<file path="src/rtl/timer_core_mc.sv">
// Multi-channel machine timer: prescaled mtime timebase driving N level/periodic compare channels.
// Optional sticky overflow flag (ports ovf_clr/ovf) enabled by defining TIMER_CORE_MC_OVF_EN.
module timer_core_mc #(
  parameter int N  = 1,
  parameter int CW = 64,
  parameter int PW = 12,
  parameter int SW = 8
) (
  input  logic            clk_i,
  input  logic            rst_ni,
  input  logic            active,
  input  logic [PW-1:0]   prescaler,
  input  logic [SW-1:0]   step,
  output logic            tick,
  input  logic            mtime_we,
  input  logic [CW-1:0]   mtime_wdata,
  output logic [CW-1:0]   mtime,
  input  logic [N-1:0]    cmp_we,
  input  logic [CW-1:0]   cmp_wdata,
  input  logic [N-1:0]    period_we,
  input  logic [CW-1:0]   period_wdata,
  input  logic [N-1:0]    mode,
  input  logic [N-1:0]    intr_clr,
  output logic [N*CW-1:0] mtimecmp,
  output logic [N-1:0]    intr
`ifdef TIMER_CORE_MC_OVF_EN
  ,
  input  logic            ovf_clr,
  output logic            ovf
`endif
);

  logic [PW-1:0] tick_count_r;
  logic [PW-1:0] tick_count_nxt_s;
  logic          tick_s;
  logic [CW-1:0] mtime_r;
  logic [CW-1:0] mtime_nxt_s;
`ifdef TIMER_CORE_MC_OVF_EN
  logic [CW:0]   mtime_sum_s;
  logic          ovf_r;
  logic          ovf_nxt_s;
`else
  logic [CW-1:0] mtime_sum_s;
`endif

  logic [CW-1:0] cmp_r       [N];
  logic [CW-1:0] cmp_nxt_s   [N];
  logic [CW-1:0] period_r    [N];
  logic [N-1:0]  status_r;
  logic [N-1:0]  status_nxt_s;
  logic [N-1:0]  hit_s;
  logic [N-1:0]  intr_s;

  // Prescaler: restart on every tick so a lowered divisor ticks once and then resumes normally
  always_comb begin
    tick_s           = active & (tick_count_r >= prescaler);
    tick_count_nxt_s = tick_count_r;
    if (!active) begin
      tick_count_nxt_s = {PW{1'b0}};
    end else if (tick_s) begin
      tick_count_nxt_s = {PW{1'b0}};
    end else begin
      tick_count_nxt_s = tick_count_r + PW'(1'b1);
    end
  end

  // mtime next value: software load beats a coincident tick
  always_comb begin
`ifdef TIMER_CORE_MC_OVF_EN
    mtime_sum_s = {1'b0, mtime_r} + {1'b0, CW'(step)};
`else
    mtime_sum_s = mtime_r + CW'(step);
`endif
    mtime_nxt_s = mtime_r;
    if (mtime_we) begin
      mtime_nxt_s = mtime_wdata;
    end else if (tick_s) begin
      mtime_nxt_s = mtime_sum_s[CW-1:0];
    end else begin
      mtime_nxt_s = mtime_r;
    end
  end

`ifdef TIMER_CORE_MC_OVF_EN
  // Sticky overflow: only a tick-driven carry sets it, and set wins over clear
  always_comb begin
    ovf_nxt_s = ovf_r;
    if (tick_s & ~mtime_we & mtime_sum_s[CW]) begin
      ovf_nxt_s = 1'b1;
    end else if (ovf_clr) begin
      ovf_nxt_s = 1'b0;
    end else begin
      ovf_nxt_s = ovf_r;
    end
  end

  // Overflow flag register
  always_ff @(posedge clk_i or negedge rst_ni) begin
    if (!rst_ni) begin
      ovf_r <= 1'b0;
    end else begin
      ovf_r <= ovf_nxt_s;
    end
  end

  assign ovf = ovf_r;
`endif

  // Per-channel compare, auto-advance and sticky status
  always_comb begin
    hit_s        = {N{1'b0}};
    intr_s       = {N{1'b0}};
    status_nxt_s = {N{1'b0}};
    mtimecmp     = {(N*CW){1'b0}};
    for (int i = 0; i < N; i++) begin
      cmp_nxt_s[i] = cmp_r[i];
      hit_s[i]     = active & (mtime_r >= cmp_r[i]);

      // a direct write overrides the auto-advance; a zero period means one-shot
      if (cmp_we[i]) begin
        cmp_nxt_s[i] = cmp_wdata;
      end else if (mode[i] & hit_s[i]) begin
        if (period_r[i] != {CW{1'b0}}) begin
          cmp_nxt_s[i] = cmp_r[i] + period_r[i];
        end else begin
          cmp_nxt_s[i] = {CW{1'b1}};
        end
      end else begin
        cmp_nxt_s[i] = cmp_r[i];
      end

      if (!mode[i]) begin
        status_nxt_s[i] = 1'b0;
      end else if (hit_s[i]) begin
        status_nxt_s[i] = 1'b1;
      end else if (intr_clr[i]) begin
        status_nxt_s[i] = 1'b0;
      end else begin
        status_nxt_s[i] = status_r[i];
      end

      if (mode[i]) begin
        intr_s[i] = status_r[i] & active;
      end else begin
        intr_s[i] = hit_s[i];
      end

      mtimecmp[i*CW +: CW] = cmp_r[i];
    end
  end

  // Timebase and channel state registers
  always_ff @(posedge clk_i or negedge rst_ni) begin
    if (!rst_ni) begin
      tick_count_r <= {PW{1'b0}};
      mtime_r      <= {CW{1'b0}};
      status_r     <= {N{1'b0}};
      for (int i = 0; i < N; i++) begin
        cmp_r[i]    <= {CW{1'b1}};
        period_r[i] <= {CW{1'b0}};
      end
    end else begin
      tick_count_r <= tick_count_nxt_s;
      mtime_r      <= mtime_nxt_s;
      status_r     <= status_nxt_s;
      for (int i = 0; i < N; i++) begin
        cmp_r[i] <= cmp_nxt_s[i];
        if (period_we[i]) begin
          period_r[i] <= period_wdata;
        end else begin
          period_r[i] <= period_r[i];
        end
      end
    end
  end

  assign tick  = tick_s;
  assign mtime = mtime_r;
  assign intr  = intr_s;

endmodule

</file>
<file path="config.mk">
export PLATFORM = sky130hd
export DESIGN_NAME = timer_core_mc
export DESIGN_NICKNAME = d
export VERILOG_FILES = /design/src/rtl/timer_core_mc.sv
export SDC_FILE = /design/constraint.sdc
export NUM_CORES = 1
export LEC_CHECK = 0
export ABC_CLOCK_PERIOD_IN_PS = 4800
export BUFFER_PORTS_ARGS = -buffer_cell sky130_fd_sc_hd__buf_2
export CORE_MARGIN = 5
export CORE_UTILIZATION = 25
export CTS_BUF_LIST = sky130_fd_sc_hd__clkbuf_8 sky130_fd_sc_hd__clkbuf_16
export DETAILED_ROUTE_END_ITERATION = 12
export GPL_ROUTABILITY_DRIVEN = 0
export PLACE_DENSITY = 0.42
export SLEW_MARGIN = 20
export SYNTH_ARGS = -nofsm -noshare
export SYNTH_HDL_FRONTEND = slang
export SYNTH_SLANG_ARGS = --single-unit
</file>
<file path="constraint.sdc">
create_clock -name clk_i -period 4.8 [get_ports clk_i]
set_input_delay 0.24 -clock clk_i [delete_from_list [all_inputs] [get_ports clk_i]]
set_output_delay 0.24 -clock clk_i [all_outputs]
set_load 0.01 [all_outputs]
</file>
; Yosys cells after proc, flatten, opt, wreduce, memory -nomap -nowiden
; Index checks and enable logic that the tools add are counted.
[totals]
reg_bits = 205
latchBits = 0
mem_bits_rw = 0
rom_bits = 0
output_inout_bits = 130
mem_count = 0
[classes]
add_sub_neg = 3
n_mul = 0
div_mod_pow = 0
magnitude_cmp = 2
eq_ne = 1
shift = 0
n_mux = 11
bitwise = 4
n_reduce_logical = 3
[ops]
columns = op, n
row1 = $mux 64, 5
row2 = $add 64x64->64, 1
row3 = $add 64x8->64, 1
row4 = $ge 64x64->1, 1
row5 = $reduce_bool 64->1, 1
row6 = $mux 12, 2
row7 = $add 12x1->12 const B, 1
row8 = $ge 12x12->1, 1
row9 = $and 1x1->1, 4
row10 = $mux 1, 4
row11 = $reduce_bool 2->1, 2
row12 = $ne 3x1->1 const B, 1

; Logic depth before layout (Yosys ltp)
[logic_depth]
word_depth = 5
mapped_depth = 16

; Least setup slack after synthesis
; Ideal clock, no wire load.
[synth_path]
path_kind = reg-to-reg
from = register cmp_r, in the netlist mtimecmp[0]
to = register cmp_r, in the netlist mtimecmp[58]
setup_time_ps = 82
arrival_ps = 3066
required_ps = 4718
path_slack_ps = 1652
path_stages_with_launch = 15
n_path_buf = 0
period_less_slack_ps = 3148
cell_sequence = dfstp_2 ha_1 inv_1 fa_1 nand2b_1 a21oi_2 nor2_1 o41ai_4 a21oi_1 o31ai_2 a21oi_1 nor2b_1 o21ai_1 xnor2_1 a22oi_1
[synth_between]
elab_chain_cells = 4
[synth_rtl]
columns = element, line
row1 = from (decl), 46  ; logic [CW-1:0] cmp_r [N];
row2 = "from (signal, indexed assignment)", 159  ; cmp_r[i] <= {CW{1'b1}};
row3 = "from (signal, indexed assignment)", 167  ; cmp_r[i] <= cmp_nxt_s[i];
row4 = $add 64x64->64 / $ge 64x64->1 (equally long branches), "124, 117"
row5 = $mux 64 / $and 1x1->1 (equally long branches), "123, 117"
row6 = $mux 64 / $and 1x1->1 (equally long branches), 122  ; end else if (mode[i] & hit_s[i]) begin
row7 = $mux 64 / $reduce_bool 2->1 (equally long branches), n/a
; Several ways; a longest one is shown, not always the timed one. The select of a mux whose other input is x is not followed.
; A chain may end at the register's enable or synchronous reset.

; Final worst setup path
[layout_path]
from = register cmp_r, in the netlist mtimecmp[63]
to = register status_r
[layout_between]
elab_chain_cells = 4
[layout_rtl]
columns = element, line
row1 = $ge 64x64->1 (*), 117  ; hit_s[i] = active & (mtime_r >= cmp_r[i]);
row2 = $and 1x1->1 (*), 117
row3 = $mux 1, 134  ; end else if (hit_s[i]) begin
row4 = $mux 1, 132  ; if (!mode[i]) begin
row5 = to (signal assigned), 157  ; status_r <= {N{1'b0}};
row6 = to (signal assigned), 165  ; status_r <= status_nxt_s;
row7 = to (decl), 49  ; logic [N-1:0] status_r;
; Mark *: on every way between the ends. The rest lies on a longest branch, timed or not.

==> summary.txt <==
Timing
  • # setup viols final: 0
  • Min Hold Slack: 0.0553 ns
  • Slew Viols, Final: 0
  • Final period util: 91.6%
  • Final hold vios: 0
  • Slew headroom: 44.5%
  • TNS Setup: 0 ns
  • Tightest Pin Transition: about 0.83 ns
  • RSZ-0062 raised after global routing: no
  • Final worst path period need: about 4.4 ns
  • Fin Clk Skew: 0.0158 ns
  • Fmax: around 230 MHz

Detailed routing
  • Final wirelength: 64300 um
  • Met2 WL post-DR: 29600 um
  • Max layer used: met5
  • Initial DRC Count: 719
  • Final ANT Viol Nets: 0
  • Via-to-Cell Ratio: 4.92
  • DR WL met3: approximately 3000 um
  • DR WL/cell: 20.8 um
  • # DRC: 0
  • Metal-1 WL: 30200 um
  • Total number of vias: between 15k and 20k
  • TritonRoute pass-1 iters: 5

Power and ir drop
  • Clock network power share: between 30% and 40%
  • Switch Pwr: 0.00256 W
  • Max rail drop VDD: 0.000207 V
  • Flop pwr share: 32.5%
  • Pint: 0.00444 W
  • Combinational power share: 35.2%
  • Static Leak: 9.45 nW
  • PwrDens: ~340 nW/um2
  • Switching Share: 36.6%

Synthesis
  • Net Count, Synth: 2141
  • Top_reg_cell synth: dfrtp_1
  • Mean area per synthesized cell: 8.67 um2
  • Post-synth EDFFs: 0
  • Cells after Synth: ~1.8k
  • Flops & latches, synth: 205
  • Ys async rst share: 100%
  • Number of synthesis warnings: 0
  • Post-synthesis cell area: 15300 um2
  • Unique masters post-synth: 88
  • Register area share after synthesis: 33.9%

CTS
  • CTS max path bufs: 3
  • Clock transition at path regs: around 0.06 ns
  • Total CTS buffers: 28
  • Clock Tree Root: clkbuf_16
  • CTS sink cnt: 205
  • Skew-Pair Late Insertion Delay: ~0.57 ns
  • H-tree depth: 1
  • CTS tree: yes

Layout
  • Fillers: approximately 6.4k
  • Multi-input logic area: ~9400 um2
  • FF/Latch Area: 5210 um2
  • Final net count: 2649
  • Post-route insts no fill: slightly above 3k
  • Final core utilization: 34.4%
  • Share of post-route cells with drive strength above 1: 25.2%
  • Final Cell Area: 20800 um2
  • Area growth, synth to finish: 35.6%

Floorplan
  • Core ar.: 60600 um2
  • Starting density of the core: 25.3%
  • Die width: 258 um
  • Die height: 258 um
  • Die area: 66400 um2
  • I/O pin cnt: 350
  • Std cell rows: 90

Setup path
  • Critical path arrival: 4.90 ns
  • Critical Setup Path Class: register to register
  • Startpoint Class: register
  • Data required, critical path: 5.30 ns
  • Critical path capture point type: register
  • Critical path peak fanout: 38

Global routing
  • First-pass GRT wire length: 96800 um
  • Largest net degree at the start of global routing: 88
  • Global route overflow: 0
  • Initial antenna violation count: 4
  • Vias in the first global route: 15.7k
  • All-Layer GR Usage: 18.6%

Placement
  • Placed cell count: between 2k and 3k
  • Post-Place Cell Area: 17900 um2
  • DP HPWL: 51400 um
  • IO buf count: 349

Status
  • Status: completed

Min path
  • Hold WC Path Type: primary input to register

Run
  • Max-Cap Viols: 0
==> metal layers <==
layer,vias up,track usage [%]
met3,78,2.61
met2,381,31.0
li1,7368,-
met1,7326,25.6
met5,-,0
met4,6,4.27
==> critical path, cell delays in order, from the launching register on <==
cell,delay [ns]
dfstp_2,0.60
inv_1,0.12
ha_1,0.30
and4_1,0.23
nand4_1,0.13
nor4_1,0.69
o2111ai_1,0.30
o21ai_1,0.23
and3_2,0.57
buf_4,0.44
o21bai_1,0.17
dlygate4sd3_1,0.56
==> repair_timing <==
| action | in CTS | in global routing |
|---|---|---|
| resized for setup | 0 | 0 |
| setup buffers | 0 | 0 |
| hold buffers | 192 | 0 |
| hold endpoints to repair | 220 | 0 |
==> sequential cells by signal, summed over array words and instances, names as in the netlist <==
signal	count
mtime	64
mtimecmp	64
period_r	64
tick_count_r	12
status_r	1
==> synthesized netlist by cell type, types with 31 or more instances <==
library cell    n  area, um2
mux2_2         63        709
xor2_1         63        552
clkbuf_1       57        214
a21o_1         32        240
ha_1          148       1850
xnor2_1        65        569
nor2_1         81        304
dfstp_2        64       1680
nand4_1        49        307
nand2_1       231        867
o22ai_1        35        219
dfrtp_1       141       3530
o21ai_1        31        155
a21oi_1       115        576
inv_1         110        413
nand3_1        53        265
o21ai_0       171        856
==> logic make-up after synthesis <==
logic type,count (synthesis),synth area share (%)
flip-flops,205,33.9
multiplexers,66,4.83
XOR/XNOR,128,7.30
AND/OR/NAND/NOR,531,16.9
buffers and inverters,191,4.96
AO/OA/AOI/OAI,500,19.8
adder cells (fa/ha/maj),150,12.3
==> final timing paths <==
kind	start	to	slack, ns	depth (start not counted)
max in group asynchronous	rst_ni	period_r[63]	3.32	3
min	active	tick_count_r[1]	0.06	2
min in group asynchronous	rst_ni	mtime[15]	0.24	2
max	mtimecmp[63]	status_r	0.40	11
min reg2reg	tick_count_r[0]	tick_count_r[0]	0.50	1
max reg2reg	mtimecmp[63]	status_r	0.40	11
==> cell usage in the layout (no fill, tap or decap), drive strengths merged, types with 32 or more instances in the layout <==
cell type    count
clkbuf          37
mux2            64
buf            364
dfrtp          141
nand2          232
o21ai          204
xnor2           65
ha             148
a21oi          121
dlygate4sd3    192
o22ai           36
nor2            83
inv            117
nand4           50
nand3           56
xor2            63
dfstp           64
a21o            32
==> area by class of cell <==
cell class,count,share of cell area (%)
Timing Repair Buffer,557,18.3
Multi-Input combinational cell,1375,45.1
Clock buffer,36,3.95
Clock inverter,16,0.860
Tap cell,782,4.70
Antenna cell,1,0.0120
Sequential cell,205,25.0
Inverter,112,2.02
==> through the flow <==
stage	power, W	worst slack (ns)
floorplan	0.00374	1.65
global placement	0.00463	0.398
detailed placement	0.00464	0.424
CTS	0.00708	0.264
global route	0.00743	0.166
finish	0.00699	0.404
==> power by group through the flow <==
stage	combinational, W	clock (W)	sequential [W]
finish	0.00246	0.00226	0.00227
CTS	0.00247	0.00233	0.00228
global placement	0.00233	0	0.00230
detailed placement	0.00234	0	0.00231
floorplan	0.00153	0	0.00221
global route	0.00273	0.00239	0.00230
Power figures use the tool's default switching activity.
